**config.mk**
```make
export PLATFORM = sky130hd
export DESIGN_NAME = mem_arbiter
export DESIGN_NICKNAME = d
export VERILOG_FILES = /design/src/rtl/mem_arbiter.sv
export SDC_FILE = /design/constraint.sdc
export NUM_CORES = 1
export LEC_CHECK = 0
export CAP_MARGIN = 25
export CORE_UTILIZATION = 35
export DETAILED_ROUTE_END_ITERATION = 7
export PLACE_DENSITY = 0.91
export SETUP_SLACK_MARGIN = 0.4
export SYNTH_ARGS = -nofsm -noshare
export SYNTH_HDL_FRONTEND = slang
export SYNTH_SLANG_ARGS = --single-unit
export TNS_END_PERCENT = 100
```
**constraint.sdc**
```tcl
create_clock -name i_clk -period 5.5 [get_ports i_clk]
set_input_delay 0.825 -clock i_clk [delete_from_list [all_inputs] [get_ports i_clk]]
set_output_delay 0.825 -clock i_clk [all_outputs]
set_load 0.03 [all_outputs]
```
**src/rtl/mem_arbiter.sv**
```systemverilog
// N-master arbiter (round-robin or fixed priority, bounded bus lock) in front of a single-port memory.
// Latency: grant is combinational in the request cycle; read data valid is registered, one cycle later.
// Backpressure: an ungranted master holds req/we/addr/wdata until it sees its grant bit.
module mem_arbiter #(
    parameter int NUM_MASTERS   = 3,
    parameter int ADDR_W        = 16,
    parameter int DATA_W        = 8,
    parameter int PRIORITY_MODE = 0,
    parameter int LOCK_MAX      = 4
) (
    input  logic                          i_clk,
    input  logic                          i_rst,
    input  logic [NUM_MASTERS-1:0]        i_req,
    input  logic [NUM_MASTERS-1:0]        i_we,
    input  logic [NUM_MASTERS-1:0]        i_lock,
    input  logic [NUM_MASTERS*ADDR_W-1:0] i_addr,
    input  logic [NUM_MASTERS*DATA_W-1:0] i_wdata,
    output logic [NUM_MASTERS-1:0]        o_gnt,
    output logic [NUM_MASTERS-1:0]        o_rvalid,
    output logic [DATA_W-1:0]             o_rdata,
    output logic [ADDR_W-1:0]             o_mem_rd_addr,
    output logic                          o_mem_wr_en,
    output logic [ADDR_W-1:0]             o_mem_wr_addr,
    output logic [DATA_W-1:0]             o_mem_wr_data,
    input  logic [DATA_W-1:0]             i_mem_rd_data
);

    localparam int PTR_W = (NUM_MASTERS > 1) ? $clog2(NUM_MASTERS) : 1;
    localparam int CNT_W = (LOCK_MAX > 0) ? $clog2(LOCK_MAX + 1) : 1;

    typedef enum logic {
        ST_UNLOCKED = 1'b0,
        ST_LOCKED   = 1'b1
    } lock_state_t;

    lock_state_t              state_q, state_d;
    logic [PTR_W-1:0]         owner_q, owner_d;
    logic [CNT_W-1:0]         lock_cnt_q, lock_cnt_d;
    logic [PTR_W-1:0]         rr_ptr_q, rr_ptr_d;
    logic                     mask_vld_q, mask_vld_d;
    logic [PTR_W-1:0]         mask_idx_q, mask_idx_d;
    logic [NUM_MASTERS-1:0]   rvalid_q, rvalid_d;

    logic                     hold;
    logic                     gnt_any;
    logic [PTR_W-1:0]         gnt_idx;
    logic [NUM_MASTERS-1:0]   eligible;
    logic [CNT_W-1:0]         cnt_next;

    // Successor index with wrap at NUM_MASTERS (N need not be a power of two).
    function automatic logic [PTR_W-1:0] next_idx(input logic [PTR_W-1:0] k);
        if (int'(k) >= NUM_MASTERS - 1) begin
            return '0;
        end
        return k + PTR_W'(1);
    endfunction

    // Grant selection: lock owner keeps the bus while it still requests with lock;
    // otherwise arbitrate among requesters, skipping a master just force-released.
    always_comb begin : arb_comb
        int j;
        j        = 0;
        gnt_any  = 1'b0;
        gnt_idx  = '0;
        eligible = i_req;
        if (mask_vld_q) begin
            eligible[mask_idx_q] = 1'b0;
        end
        hold = !i_rst && (state_q == ST_LOCKED) && i_req[owner_q] && i_lock[owner_q];

        if (i_rst) begin
            gnt_any = 1'b0;
        end else if (hold) begin
            gnt_any = 1'b1;
            gnt_idx = owner_q;
        end else if (PRIORITY_MODE == 1) begin
            // Scan high to low so the lowest requesting index is the last to win.
            for (int i = NUM_MASTERS - 1; i >= 0; i--) begin
                if (eligible[i]) begin
                    gnt_any = 1'b1;
                    gnt_idx = PTR_W'(i);
                end
            end
        end else begin
            for (int i = 0; i < NUM_MASTERS; i++) begin
                j = int'(rr_ptr_q) + i;
                if (j >= NUM_MASTERS) begin
                    j = j - NUM_MASTERS;
                end
                if (!gnt_any && eligible[j]) begin
                    gnt_any = 1'b1;
                    gnt_idx = PTR_W'(j);
                end
            end
        end
    end

    // Memory port and grant vector driven from the winning master; all zero when idle.
    always_comb begin
        o_gnt         = '0;
        o_mem_rd_addr = '0;
        o_mem_wr_addr = '0;
        o_mem_wr_data = '0;
        o_mem_wr_en   = 1'b0;
        if (gnt_any) begin
            o_gnt[gnt_idx] = 1'b1;
            o_mem_rd_addr  = i_addr[int'(gnt_idx)*ADDR_W +: ADDR_W];
            o_mem_wr_addr  = i_addr[int'(gnt_idx)*ADDR_W +: ADDR_W];
            o_mem_wr_data  = i_wdata[int'(gnt_idx)*DATA_W +: DATA_W];
            o_mem_wr_en    = i_we[gnt_idx];
        end
    end

    // Lock FSM, round-robin pointer, release mask and read-valid next state.
    always_comb begin
        state_d    = state_q;
        owner_d    = owner_q;
        lock_cnt_d = lock_cnt_q;
        rr_ptr_d   = rr_ptr_q;
        mask_vld_d = 1'b0;
        mask_idx_d = mask_idx_q;
        cnt_next   = lock_cnt_q + CNT_W'(1);
        rvalid_d   = o_gnt & ~i_we;

        if (hold) begin
            if ((LOCK_MAX != 0) && (cnt_next == CNT_W'(LOCK_MAX))) begin
                // Burst limit reached: release and bench the owner for one cycle.
                state_d    = ST_UNLOCKED;
                lock_cnt_d = '0;
                mask_vld_d = 1'b1;
                mask_idx_d = owner_q;
                rr_ptr_d   = next_idx(owner_q);
            end else if (LOCK_MAX != 0) begin
                lock_cnt_d = cnt_next;
            end
        end else begin
            // Unlocked, or the owner dropped req/lock this cycle: normal arbitration.
            state_d    = ST_UNLOCKED;
            lock_cnt_d = '0;
            if (gnt_any) begin
                rr_ptr_d = next_idx(gnt_idx);
                if (i_lock[gnt_idx]) begin
                    if (LOCK_MAX == 1) begin
                        // A one-grant burst is exhausted by the acquiring grant itself.
                        mask_vld_d = 1'b1;
                        mask_idx_d = gnt_idx;
                    end else begin
                        state_d    = ST_LOCKED;
                        owner_d    = gnt_idx;
                        lock_cnt_d = CNT_W'(1);
                    end
                end
            end
        end
    end

    // State registers; reset drops any lock and cancels a pending read valid.
    always_ff @(posedge i_clk or posedge i_rst) begin
        if (i_rst) begin
            state_q    <= ST_UNLOCKED;
            owner_q    <= '0;
            lock_cnt_q <= '0;
            rr_ptr_q   <= '0;
            mask_vld_q <= 1'b0;
            mask_idx_q <= '0;
            rvalid_q   <= '0;
        end else begin
            state_q    <= state_d;
            owner_q    <= owner_d;
            lock_cnt_q <= lock_cnt_d;
            rr_ptr_q   <= rr_ptr_d;
            mask_vld_q <= mask_vld_d;
            mask_idx_q <= mask_idx_d;
            rvalid_q   <= rvalid_d;
        end
    end

    assign o_rvalid = rvalid_q;
    assign o_rdata  = i_mem_rd_data;

endmodule
```
==> out/metrics.yaml <==
finalSetupViolations: 0
power.total_mw: 1.37
syn_nets: 312
post-cts-setup-buffers: 0
hp-start: "lock_cnt_q[2]"
yosysWarnings: 0
rsz0062_at_grt: "false"
setup-tns-final_ps: 0
relSlewSlack_pct: 52.1
multiInputGateArea_um2: 977
die_w_um: 71.3
cts_sinks: 14
place_area_um2: 2750
cts-root-buf: "clkbuf_8"
ys_top_cells_by_area: "dfrtp_1 21%, a22oi_1 11%, buf_4 11%"
clkTransAtPathRegs_ps: 60
antennaDiodeCount: 0
yosysTopAreaCellShare_pct: 20.9
grt_overflow: 0
synth_most_common_cell: "inv_1"
max_freq_mhz: 209
grt_antenna_before_repair: 0
clock_path_buffers: 2
r2r_end: "rr_ptr_q[1]"
drv_cap: 0
status: "finished, violations left"
start_util_pct: 37.5
period_share_pct: 86.8
drtPass1Iterations: 7
grt_use_total_pct: 21.5
clock_latency_ps: 250
drive_gt1_share_pct: 14.7
p_per_area_nw_per_um2: 489
cts_buffers: 3
rr_startpoint: "rr_ptr_q[0]"
ios: 146
worst_slew_pin_slew_ps: 717
cp.required_ps: 4680
ys_seq_elements: 14
die_area_um2: 5080
via_per_inst: 5.42
finalMaxSlewViolations: 0
synth_top_cell_by_area: "dfrtp_1"
period_needed_ps: 4780
hold_viol: 0
io_buffers: 129
grt_start_max_net_pins: 29
drc: 7
fin_ws_ps: 725
min_to: "lock_cnt_q[2]"
cp.arrival_ps: 3950
synth_edf_count: 0
synth_common_cells: "26 x inv_1, 25 x a22oi_1, 24 x buf_4, 24 x o21ai_0, 14 x dfrtp_1"
ys.flop_type: "dfrtp_1"
gp_congestion: 0.990
criticalPathCategory: "in -> out"
finalNetCount: 415
seqPwrFrac_pct: 10.9
drt-total-wl_um: 5530
hold_buffers: 0
fill_cells: 392
min_path_type: "reg -> reg"
reg2reg_depth: 11
clock_power_share_pct: 7.2
clock_skew_ps: 4.94
switchingPower_mw: 0.755
grt_pass1_vias: 1948
whs_ps: 573
p_leak_nw: 1.23
cp-end-kind: "output port"
path_max_fanout: 22
grt_pass1_wl_um: 8800
routedWlPerCell_um: 14.9
failed_checks: "DRC"
ant_nets: 0
chipHeight_um: 71.3
holdPathStages: 2
ff2ff_setup_slack_ps: 2600
cp-start-kind: "input port"
internal_power_mw: 0.617
vias: 2011
cts_tree: "done"
comb_power_share_pct: 81.8
synthCells: 217
async_flop_share_pct: 100
vdd_drop_max_mv: 0.333
drtIter0Drc: 149
design_area_um2: 2810
switching_share_pct: 55.0
cts_resized: 0
synth.avg_cell_area_um2: 7.74
core-area_um2: 4470
seq_area_um2: 350
synth_cell_types: 49
place_hpwl_um: 4420
yosysSeqAreaShare_pct: 20.9
rows: 24
syn2layout_area_growth_pct: 67.1
place_ws_ps: 750
netlist_area_um2: 1680
h-tree-depth: 1
## layout make-up
class / instances / share of cell area, %
inverter: 27 / 4.06
tap: 52 / 2.32
timing repair buffer: 133 / 44.3
multi-input combinational: 141 / 34.8
sequential: 14 / 12.5
clock buffer: 4 / 1.96
## critical path: stages
cell and delay, ps:
clkdlybuf4s50_1 460, or3_1 320, o2111a_2 200, a21oi_1 240, o21ai_2 80, buf_4 190, inv_1 540, a22oi_1 150
a21oi_1 220, clkdlybuf4s50_1 710
## flip-flops by register name (all words and copies together) (netlist names)
signal	cells
rr_ptr_q	2
owner_q	2
o_rvalid	3
mask_idx_q	2
lock_cnt_q	3
mask_vld_q	1
state_q	1
## how the worst max path moves through the flow
stage	from	end	slack, ps	cells after the start
3_3_place_gp	i_lock[0]	o_mem_wr_addr[14]	820	10
5_1_grt	i_lock[0]	o_mem_rd_addr[14]	490	10
2_1_floorplan	i_rst	o_mem_wr_addr[10]	1530	8
4_1_cts	i_lock[0]	o_mem_rd_addr[0]	740	10
3_5_place_dp	i_lock[0]	o_mem_rd_addr[0]	750	10
6_report	i_lock[0]	o_mem_rd_addr[0]	720	10
## metal layers
| metal | routed length [um] | vias to the layer above | track usage, % |
|---|---|---|---|
| met3 | 397 | 11 | 3.80 |
| met4 | 109 | 0 | 6.89 |
| met2 | 2800 | 93 | 37.8 |
| li1 | - | 984 | - |
| met5 | 0 | - | 0 |
| met1 | 2220 | 923 | 26.7 |
## kinds of logic (layout without fill, tap and decap cells)
family	count (synthesis)	count (layout)	synth area share, %
AOI/OAI and AO/OA	85	85	34.7
buffers and inverters	62	164	20.9
and+or+nand+nor	46	46	16.9
DFF	14	14	20.9
muxes	5	5	3.13
adders and majority gates	4	4	2.98
xor gates and xnor gates	1	1	0.522
## placed cells by master (no fill, tap or decap), types with 3 or more instances in the layout
cell and count:
a21oi_1 7, a22oi_1 25, a32oi_1 3, buf_4 35, clkbuf_8 4, clkdlybuf4s50_1 98
dfrtp_1 14, ha_1 4, inv_1 26, mux2i_1 3, nand2_1 8, nand3_1 7
nor2_1 8, nor2b_1 3, o21ai_0 24, o2bb2ai_1 3, o31ai_1 3
## stage by stage
stage          std cells  utilization [%]
2_1_floorplan        217                -
3_3_place_gp         367             61.5
3_5_place_dp         367             61.5
4_1_cts              371             62.7
5_1_grt              371             62.7
6_report             371             62.7
## power by group through the flow
| stage | clock network [mW] | logic, mW | registers, mW |
|---|---|---|---|
| 6_report | 0.0993 | 1.12 | 0.150 |
| 5_1_grt | 0.108 | 1.20 | 0.153 |
| 4_1_cts | 0.102 | 1.13 | 0.150 |
| 3_5_place_dp | 0 | 1.12 | 0.152 |
| 3_3_place_gp | 0 | 1.11 | 0.150 |
| 2_1_floorplan | 0 | 0.795 | 0.154 |
Note: power is estimated with default switching activity, not from simulation.
